$ cat src/rtl/rca_word_sequencer.sv
// Word-serial wide adder front end driving one external N-bit ripple-carry adder.
// Optional signed-overflow output enabled by defining RCA_SEQ_OVF_EN.
module rca_word_sequencer #(
    parameter int unsigned N     = 4,
    parameter int unsigned WORDS = 4,
    parameter int unsigned CNTW  = 2
) (
    input  logic         clk,
    input  logic         rst_n,
    input  logic         in_valid,
    output logic         in_ready,
    input  logic [N-1:0] in_A,
    input  logic [N-1:0] in_B,
    input  logic         in_cin,
    output logic [N-1:0] rca_A,
    output logic [N-1:0] rca_B,
    output logic         rca_cin,
    input  logic [N-1:0] rca_Sum,
    input  logic         rca_cout,
    output logic         out_valid,
    input  logic         out_ready,
    output logic [N-1:0] out_Sum,
    output logic         out_last,
    output logic         out_cout
`ifdef RCA_SEQ_OVF_EN
    ,
    output logic         out_ovf
`endif
);

    localparam logic [0:0]      S_IDLE   = 1'b0;
    localparam logic [0:0]      S_RUN    = 1'b1;
    localparam logic [CNTW-1:0] LAST_CNT = CNTW'(WORDS - 1);

    logic [0:0]      state_q, state_d;
    logic [CNTW-1:0] cnt_q, cnt_d;
    logic            carry_q, carry_d;
    logic            out_valid_d;
    logic [N-1:0]    out_sum_d;
    logic            out_last_d;
    logic            out_cout_d;
    logic            accept;
    logic            take;
    logic            is_last;
`ifdef RCA_SEQ_OVF_EN
    logic            out_ovf_d;
`endif

    assign in_ready = ~out_valid | out_ready;
    assign accept   = in_valid & in_ready;
    assign take     = out_valid & out_ready;
    assign is_last  = (cnt_q == LAST_CNT);

    // The carry seed only enters on word 0; later words chain the registered carry.
    assign rca_A   = in_A;
    assign rca_B   = in_B;
    assign rca_cin = (cnt_q == '0) ? in_cin : carry_q;

    // Next-state and output-register logic
    always_comb begin
        state_d     = state_q;
        cnt_d       = cnt_q;
        carry_d     = carry_q;
        out_valid_d = out_valid;
        out_sum_d   = out_Sum;
        out_last_d  = out_last;
        out_cout_d  = out_cout;
`ifdef RCA_SEQ_OVF_EN
        out_ovf_d   = out_ovf;
`endif
        if (accept) begin
            out_valid_d = 1'b1;
            out_sum_d   = rca_Sum;
            carry_d     = rca_cout;
            out_last_d  = is_last;
            out_cout_d  = rca_cout & is_last;
`ifdef RCA_SEQ_OVF_EN
            out_ovf_d   = is_last & (in_A[N-1] == in_B[N-1]) & (rca_Sum[N-1] != in_A[N-1]);
`endif
            cnt_d       = is_last ? '0 : cnt_q + CNTW'(1);
            case (state_q)
                S_IDLE:  state_d = S_RUN;
                S_RUN:   state_d = is_last ? S_IDLE : S_RUN;
                default: state_d = S_IDLE;
            endcase
        end else if (take) begin
            out_valid_d = 1'b0;
        end
    end

    always_ff @(posedge clk) begin
        if (!rst_n) begin
            state_q   <= S_IDLE;
            cnt_q     <= '0;
            carry_q   <= 1'b0;
            out_valid <= 1'b0;
            out_Sum   <= '0;
            out_last  <= 1'b0;
            out_cout  <= 1'b0;
`ifdef RCA_SEQ_OVF_EN
            out_ovf   <= 1'b0;
`endif
        end else begin
            state_q   <= state_d;
            cnt_q     <= cnt_d;
            carry_q   <= carry_d;
            out_valid <= out_valid_d;
            out_Sum   <= out_sum_d;
            out_last  <= out_last_d;
            out_cout  <= out_cout_d;
`ifdef RCA_SEQ_OVF_EN
            out_ovf   <= out_ovf_d;
`endif
        end
    end

endmodule
$ cat config.mk
export PLATFORM = sky130hd
export DESIGN_NAME = rca_word_sequencer
export DESIGN_NICKNAME = d
export VERILOG_FILES = /design/src/rtl/rca_word_sequencer.sv
export SDC_FILE = /design/constraint.sdc
export NUM_CORES = 1
export LEC_CHECK = 0
export CAP_MARGIN = 20
export CORE_MARGIN = 2
export CORE_UTILIZATION = 25
export CTS_CLUSTER_SIZE = 24
export DETAILED_ROUTE_END_ITERATION = 8
export GPL_TIMING_DRIVEN = 0
export PLACE_DENSITY = 0.64
export SYNTH_ARGS = -nofsm -noshare
export SYNTH_HDL_FRONTEND = slang
export SYNTH_SLANG_ARGS = --single-unit
$ cat constraint.sdc
create_clock -name clk -period 1.2 [get_ports clk]
set_input_delay 0.24 -clock clk [delete_from_list [all_inputs] [get_ports clk]]
set_output_delay 0.24 -clock clk [all_outputs]
set_load 0.05 [all_outputs]
==> impl_metrics.json, run 1 <==
{
  "drt_iter0_drc": 3,
  "power_per_cell_area_nw_per_um2": 1040,
  "met2_usage": 0.199,
  "synth_area_um2": 505,
  "cp_num_buf_inv": 2,
  "antenna_found_initial": 0,
  "worst_slew_pin_slew_ns": 0.499,
  "finalPower_uw": 892,
  "clock.fmax_ghz": 0.676,
  "ys_warn_count": 0,
  "dieArea_um2": 2400,
  "numCtsBuffers": 3,
  "cp.arrival_ns": 1.24,
  "cp-start-kind": "flop",
  "syn_to_final_growth_pct": 68.8,
  "finalMaxSlewViolations": 0,
  "gp_congestion": 0.762,
  "vias_per_cell": 4.35,
  "synth_edf_count": 0,
  "busiest_layer": "met2",
  "drive_above_1_share": 0.429,
  "failed_checks": "negative setup slack",
  "finClkSkew_ns": 0.00527,
  "synth_top_area_cell": "dfxtp_1",
  "ys_async_sr_fraction": 0,
  "setup_violations": 3,
  "pre_cts_slack_ns": -0.728,
  "ant_nets": 0,
  "final_nets": 114,
  "rows": 16,
  "avgSynthCellArea_um2": 8.57,
  "hp-class": "in -> reg",
  "ys_seq_area_frac": 0.396,
  "cts_tree": "yes",
  "drv_cap": 0,
  "slew_headroom": 0.669,
  "cts_buffer_depth": 2,
  "rsz0062_at_grt": "yes",
  "layout_setup_ws_ns": -0.280,
  "period_needed_ns": 1.48,
  "clkTransAtPathRegs_ns": 0.06,
  "vdd_drop_max_mv": 0.713,
  "criticalPathCategory": "reg -> out",
  "min_period_over_period": 1.23,
  "required_ns": 0.96,
  "start_util": 0.260,
  "ios": 35,
  "synthFlopType": "dfxtp_1",
  "synth_top_area_share": 0.396,
  "wl_mm": 1.30,
  "clk-insertion-delay-late_ns": 0.27,
  "drc": 0,
  "synth_area_leaders": "dfxtp_1 (40%), buf_4 (12%), nand4_1 (8.7%)",
  "use_met1": 0.139,
  "htree_levels": 1,
  "syn_inst": 59,
  "num_antenna_cells": 0,
  "cts-root-buf": "clkbuf_4",
  "synth.most_common_cell": "dfxtp_1",
  "ys_ff_latch": 10,
  "path_cells": "inv_2 > ha_4 > mux2_4 > buf_8",
  "grt_pass1_wl_mm": 2.22,
  "dr.pass1.iters": 2,
  "clock_sinks": 10,
  "grt_max_degree": 11,
  "die_w_um": 49.0,
  "hpwl_um": 923,
  "run_status": "finished, violations left",
  "vias": 513,
  "syn_nets": 80,
  "routedWlPerCell_um": 11.0,
  "core_region_area_um2": 1940,
  "hold_violations": 0,
  "die_h_um": 49.0,
  "power_leakage_uw": 0.000385,
  "critPathTopFamily": "flip-flops",
  "path_max_fanout": 2,
  "grt_pass1_vias": 492,
  "crit_path_end_kind": "output pin",
  "slowest_delay_ns": 0.34,
  "yosys-top-cells-count": "dfxtp_1 (10), buf_4 (8), nand2_1 (8), o21ai_0 (8), nand4_1 (7)",
  "cts_hold_buf": 0,
  "io_buffers": 24,
  "grt_usage": 0.125,
  "cp_slowest_cell": "dfxtp_2",
  "grt-ovfl-total": 0,
  "ys_types": 20,
  "grtUsageMet3": 0.0552
}
[power by group]
group          total [uW]  internal, uW  switching (uW)
logic                 302           120             181
registers             361           352            9.13
clock network         229           116             113
[placed cells by master, fill, tap and decap left out]
cell type	Yosys	routed
a21boi_0	1	1
a21boi_1	1	1
buf_2	1	8
buf_4	8	11
buf_6	1	3
buf_8	0	2
clkbuf_1	1	1
clkbuf_4	0	3
clkdlybuf4s50_1	0	6
clkinv_4	0	1
dfxtp_1	10	7
dfxtp_2	0	3
dlygate4sd2_1	0	9
ha_1	3	1
ha_2	0	1
ha_4	0	1
inv_2	1	3
mux2_4	0	1
mux2i_1	1	1
nand2_1	8	8
nand3_1	1	1
nand4_1	7	7
nor2_4	0	1
nor2b_4	0	1
o21ai_0	8	7
o21ai_1	0	1
or4_1	1	1
[final timing paths]
path,cells after the start,start,end,slack [ns]
setup reg to reg,4,out_valid,cnt_q[0],-0.06
setup / recovery,4,cnt_q[0],rca_cin,-0.28
hold reg to reg,2,out_last,out_last,0.45
hold / removal,3,in_valid,out_last,0.25
[logic make-up after synthesis]
logic type | count (synthesis) | share of synthesized area
buffers and inverters | 15 | 0.188
and+or+nand+nor | 19 | 0.191
AOI/OAI and AO/OA | 10 | 0.109
muxes | 2 | 0.0421
adders and majority gates | 3 | 0.0743
DFF | 10 | 0.396
[what timing repair did]
action | in CTS | in global routing
buffers inserted | 4 | 1
endpoints found under the setup margin | 22 | 4
pin swaps | 3 | 1
resized for setup | 67 | 4
[cell type report]
| class | instances | area, um^2 |
|---|---|---|
| flip-flops and latches | 10 | 204 |
| inverters | 4 | 20.0 |
| well taps | 27 | 33.8 |
| fillers | 209 | 1090 |
| clock buffers | 3 | 22.5 |
| multi-input cells | 34 | 244 |
| repair buffers | 29 | 249 |
| plain buffers | 11 | 80.1 |
[sequential cells by signal, indices dropped and copies added (netlist names)]
| register | count |
|---|---|
| out_valid | 1 |
| out_last | 1 |
| carry_q | 1 |
| out_cout | 1 |
| cnt_q | 2 |
| out_Sum | 4 |
[worst reg2reg max path: stages, from the launching register on]
cell	delay, ns
dfxtp_2	0.31
nor2b_4	0.13
buf_6	0.12
or4_1	0.50
a21boi_1	0.13
[stage by stage]
step	area, um^2	TNS (ns)	utilization	hold WS, ns	instances
after global routing	853	-0.508	0.439	0.262	118
final	853	-0.363	0.439	0.254	118
after global placement	798	-6.19	0.411	0.447	110
after floorplan	524	0	-	0.383	59
after detailed placement	798	-6.18	0.411	0.450	110
after CTS	833	-0.399	0.429	0.247	117
[routing by layer]
metal | vias to the layer above | share of wire
li1 | 259 | -
met1 | 224 | 0.43
met2 | 26 | 0.48
met3 | 4 | 0.063
met4 | 0 | 0.029
met5 | - | 0
No activity file was read; power rests on OpenSTA's default activity.
==> run 2, diff against run 1 <==
Settings changed: CORE_UTILIZATION 25 to 30, CTS_CLUSTER_SIZE 24 to 40, PLACE_DENSITY 0.64 to 0.74, SKIP_CTS_REPAIR_TIMING set to 1.
==> impl_metrics.json, run 2 (synthesis results as in run 1) <==
{
  "run_status": "finished, violations left",
  "failed_checks": "negative setup slack",
  "hpwl_um": 894,
  "cp.arrival_ns": 1.28,
  "crit_end": "rca_cin",
  "drv_cap": 0,
  "required_ns": 0.96,
  "core_region_area_um2": 1540,
  "cts-root-buf": "clkbuf_4",
  "layout_commonest_cell": "buf_4",
  "startpoint": "cnt_q[1]",
  "path_max_fanout": 2,
  "criticalPathCategory": "reg -> out",
  "largest_reg_flops": 4,
  "power.switching_uw": 313,
  "grt-ovfl-total": 0,
  "cts_buffer_depth": 2,
  "final_nets": 115,
  "cts_tree": "yes",
  "power_frac_clock": 0.314,
  "dieArea_um2": 2030,
  "crit_cells": 4,
  "antenna_found_initial": 0,
  "numCtsBuffers": 3,
  "timing.rr.start": "cnt_q[1]",
  "clock_sinks": 10,
  "rr_endpoint": "cnt_q[0]",
  "dr.pass1.iters": 4,
  "worst_slew_pin_slew_ns": 0.503,
  "critPathTopFamily": "flip-flops",
  "slowest_delay_ns": 0.32,
  "cp-start-kind": "flop",
  "clock.fmax_ghz": 0.659,
  "io_buffers": 24,
  "clk-insertion-delay-late_ns": 0.27,
  "grt_usage": 0.130,
  "switching_share": 0.321,
  "period_needed_ns": 1.52,
  "rows": 14,
  "routedWlPerCell_um": 12.0,
  "min_period_over_period": 1.26,
  "syn_to_final_growth_pct": 74.3,
  "layout_common_cells": "buf_4 (14), dlymetal6s2s_1 (9), nand2_1 (8), o21ai_0 (8)",
  "gp_congestion": 0.688,
  "grt_pass1_wl_mm": 1.86,
  "top_register": "out_Sum",
  "setup_violations": 3,
  "start_util": 0.328,
  "slew_headroom": 0.664,
  "power_leakage_uw": 0.000461,
  "grt_max_degree": 11,
  "vias": 543,
  "top_regs": "out_Sum (4), cnt_q (2)",
  "rsz0062_at_grt": "yes",
  "hold_violations": 0,
  "drive_above_1_share": 0.419,
  "ios": 35,
  "wl_mm": 1.31,
  "cp_slowest_cell": "dfxtp_2",
  "power_per_cell_area_nw_per_um2": 1110,
  "ant_nets": 0,
  "finalMaxSlewViolations": 0,
  "drc": 0,
  "crit_path_end_kind": "output pin",
  "vdd_drop_max_mv": 0.569,
  "die_h_um": 45.1,
  "htree_levels": 1,
  "num_antenna_cells": 0,
  "reg2reg_depth": 4,
  "grt_pass1_vias": 460,
  "r2r_setup_slack_ns": -0.16,
  "vias_per_cell": 4.98,
  "path_cells": "inv_1 > ha_4 > mux2_4 > buf_8",
  "clkTransAtPathRegs_ns": 0.07,
  "die_w_um": 45.1,
  "finClkSkew_ns": 0.00400,
  "layout_setup_ws_ns": -0.318,
  "seqPwrFrac": 0.372,
  "cp_num_buf_inv": 2,
  "drt_iter0_drc": 14,
  "pwr-share-comb": 0.314,
  "internal-power_uw": 663,
  "hp-class": "in -> reg",
  "pre_cts_slack_ns": -0.740,
  "utilization": 0.571
}
[run 2: changes by cell type in the layout (fill, tap and decap cells not counted), moves of 2 or more]
cell            before  now
dlygate4sd2_1        9    0
dlymetal6s2s_1       0    9
inv_2                3    1
buf_4               11   14
clkbuf_2             0    7
buf_2                8    1
[run 2: worst min-delay path by stage]
stage	depth (start not counted)	to	slack (ns)	startpoint
6_report	3	out_Sum[2]	0.26	in_valid
5_1_grt	3	out_Sum[3]	0.27	in_valid
4_1_cts	3	cnt_q[1]	0.25	in_valid
3_5_place_dp	2	out_last	0.45	out_last
3_3_place_gp	2	carry_q	0.45	carry_q
2_1_floorplan	2	carry_q	0.38	rca_cout
[run 2: cell type report]
class	instances	area, um^2
clock buffers	4	36.3
inverters	4	22.5
well taps	16	20.0
repair buffers	30	279
plain buffers	11	80.1
multi-input cells	34	236
flip-flops and latches	10	206
fillers	147	661
[run 2: routing by layer]
metal / track usage / vias up / wire (um)
met1: 0.142 / 249 / 476
met3: 0.0400 / 2 / 144
met5: 0 / - / 0
met2: 0.214 / 29 / 665
li1: - / 263 / -
met4: 0.0882 / 0 / 19
[run 2: per-stage QoR]
stage | cell area (um^2) | cells | hold WS (ns) | TNS (ns) | total power [uW]
2_1_floorplan | 524 | 59 | 0.383 | 0 | 560
4_1_cts | 821 | 103 | 0.250 | -6.16 | 969
3_5_place_dp | 785 | 99 | 0.452 | -6.15 | 656
3_3_place_gp | 785 | 99 | 0.446 | -5.89 | 652
6_report | 881 | 109 | 0.257 | -0.502 | 977
5_1_grt | 881 | 109 | 0.273 | -0.645 | 1020
[run 2: worst min-delay path, stage by stage]
cell and delay [ns]:
buf_6 0.11, nand4_1 0.08, o21ai_0 0.07
[run 2: power groups by stage]
| stage | clock network (uW) | logic (uW) | registers [uW] |
|---|---|---|---|
| floorplan | 0 | 153 | 407 |
| global placement | 0 | 281 | 370 |
| detailed placement | 0 | 284 | 371 |
| CTS | 320 | 285 | 363 |
| global route | 334 | 322 | 365 |
| finish | 307 | 307 | 363 |
==> run 3, diff against run 2 <==
Settings changed: SETUP_SLACK_MARGIN set to 0.5.
==> impl_metrics.json, run 3 (synthesis results as in run 1) <==
{
  "run_status": "finished, violations left",
  "failed_checks": "negative setup slack",
  "hold_path_end": "out_Sum[3]",
  "io_buffers": 24,
  "htree_levels": 1,
  "cts_buffer_depth": 2,
  "finalPower_uw": 984,
  "cp_slowest_cell": "dfxtp_4",
  "top_register": "out_Sum",
  "hpwl_um": 937,
  "internal-power_uw": 652,
  "design_area_um2": 1050,
  "tns_ns": -0.533,
  "ios": 35,
  "syn_to_final_growth_pct": 108,
  "setup_violations": 3,
  "die_w_um": 45.1,
  "instances_no_fill": 110,
  "power_leakage_uw": 0.000454,
  "core_region_area_um2": 1540,
  "vias_per_cell": 5.20,
  "routedWlPerCell_um": 13.9,
  "layout_commonest_cell": "buf_6",
  "drive_above_1_share": 0.596,
  "gp_congestion": 0.691,
  "clkTransAtPathRegs_ns": 0.07,
  "crit_path_end_kind": "output pin",
  "clk-insertion-delay-late_ns": 0.27,
  "seqPwrFrac": 0.366,
  "vdd_drop_max_mv": 0.465,
  "seq_area_um2": 234,
  "final_nets": 116,
  "required_ns": 0.96,
  "cp.arrival_ns": 1.28,
  "top_regs": "out_Sum (4), cnt_q (2)",
  "rr_endpoint": "cnt_q[0]",
  "min_period_over_period": 1.27,
  "cts_tree": "yes",
  "grt_pass1_vias": 499,
  "power.switching_uw": 332,
  "r2r_setup_slack_ns": -0.09,
  "pwr-share-comb": 0.377,
  "grt-ovfl-total": 0,
  "antenna_found_initial": 0,
  "rsz0062_at_grt": "yes",
  "num_antenna_cells": 0,
  "wl_mm": 1.53,
  "layout_common_cells": "buf_6 (17), buf_8 (15), dfxtp_4 (9)",
  "criticalPathCategory": "reg -> out",
  "power_per_cell_area_nw_per_um2": 934,
  "path_cells": "inv_2 > ha_4 > mux2_4 > buf_6",
  "ant_nets": 0,
  "vias": 572,
  "drc": 0,
  "clock.fmax_ghz": 0.656,
  "hold_violations": 0,
  "layout_setup_ws_ns": -0.325,
  "nFillCells": 130,
  "rows": 14,
  "dr.pass1.iters": 4,
  "period_needed_ns": 1.52,
  "grt_pass1_wl_mm": 1.99,
  "worstHoldStart": "in_valid",
  "post_dp_cell_area_um2": 833,
  "reg2reg_depth": 3,
  "hp-class": "in -> reg",
  "cp-start-kind": "flop",
  "grt_usage": 0.139,
  "place_inst": 99,
  "grt_max_degree": 11,
  "switching_share": 0.337,
  "path_max_fanout": 4,
  "start_util": 0.328,
  "finClkSkew_ns": 0.00829,
  "cts-root-buf": "clkbuf_4",
  "finalMaxSlewViolations": 0,
  "die_h_um": 45.1,
  "numCtsBuffers": 3,
  "slowest_delay_ns": 0.38,
  "timing.rr.start": "cnt_q[0]",
  "holdPathStages": 3,
  "largest_reg_flops": 4,
  "drt_iter0_drc": 11,
  "drv_cap": 0,
  "dieArea_um2": 2030,
  "clock_sinks": 10,
  "multiInputGateArea_um2": 248,
  "worst_slew_pin_slew_ns": 0.374,
  "slew_headroom": 0.750,
  "power_frac_clock": 0.258
}
run 3: cell types whose count changed in the layout (fill, tap and decap cells not counted), sizes merged:
cell	before	now
clkbuf	12	5
buf	18	34
dlymetal6s2s	9	1
run 3: routing by layer:
metal | track usage | vias to the layer above | wire, um
li1 | - | 265 | -
met1 | 0.163 | 266 | 518
met2 | 0.200 | 34 | 788
met3 | 0.0680 | 7 | 182
met4 | 0.0882 | 0 | 44
met5 | 0 | - | 0
run 3: power by group through the flow:
stage	registers [uW]	clock network, uW	logic, uW
floorplan	402	0	164
global placement	364	0	293
detailed placement	365	0	299
CTS	357	263	300
global route	361	275	390
finish	360	254	371
run 3: area by class of cell:
type,count,share of cell area
inverter,4,0.0190
tap,16,0.0190
sequential,10,0.222
timing repair buffer,31,0.375
buffer,11,0.105
clock buffer,4,0.0249
multi-input combinational,34,0.235
run 3: how the worst max path moves through the flow:
stage          startpoint       end
2_1_floorplan    cnt_q[1]  cnt_q[0]
3_3_place_gp    out_ready  in_ready
3_5_place_dp    out_ready  in_ready
4_1_cts          cnt_q[0]   rca_cin
5_1_grt          cnt_q[0]   rca_cin
6_report         cnt_q[0]   rca_cin
run 3: metrics by stage:
stage / setup WS, ns / hold WS [ns] / utilization
3_5_place_dp: -0.762 / 0.459 / 0.541
5_1_grt: -0.359 / 0.252 / 0.683
4_1_cts: -0.892 / 0.233 / 0.558
3_3_place_gp: -0.757 / 0.451 / 0.541
6_report: -0.325 / 0.243 / 0.683
2_1_floorplan: 0.0539 / 0.383 / -
run 3: worst max-delay path: cells and delay by family (launching register included):
family,cells,cell delay (ns)
adders and majority gates,1,0.15
muxes,1,0.29
DFF,1,0.38
buffers and inverters,2,0.20
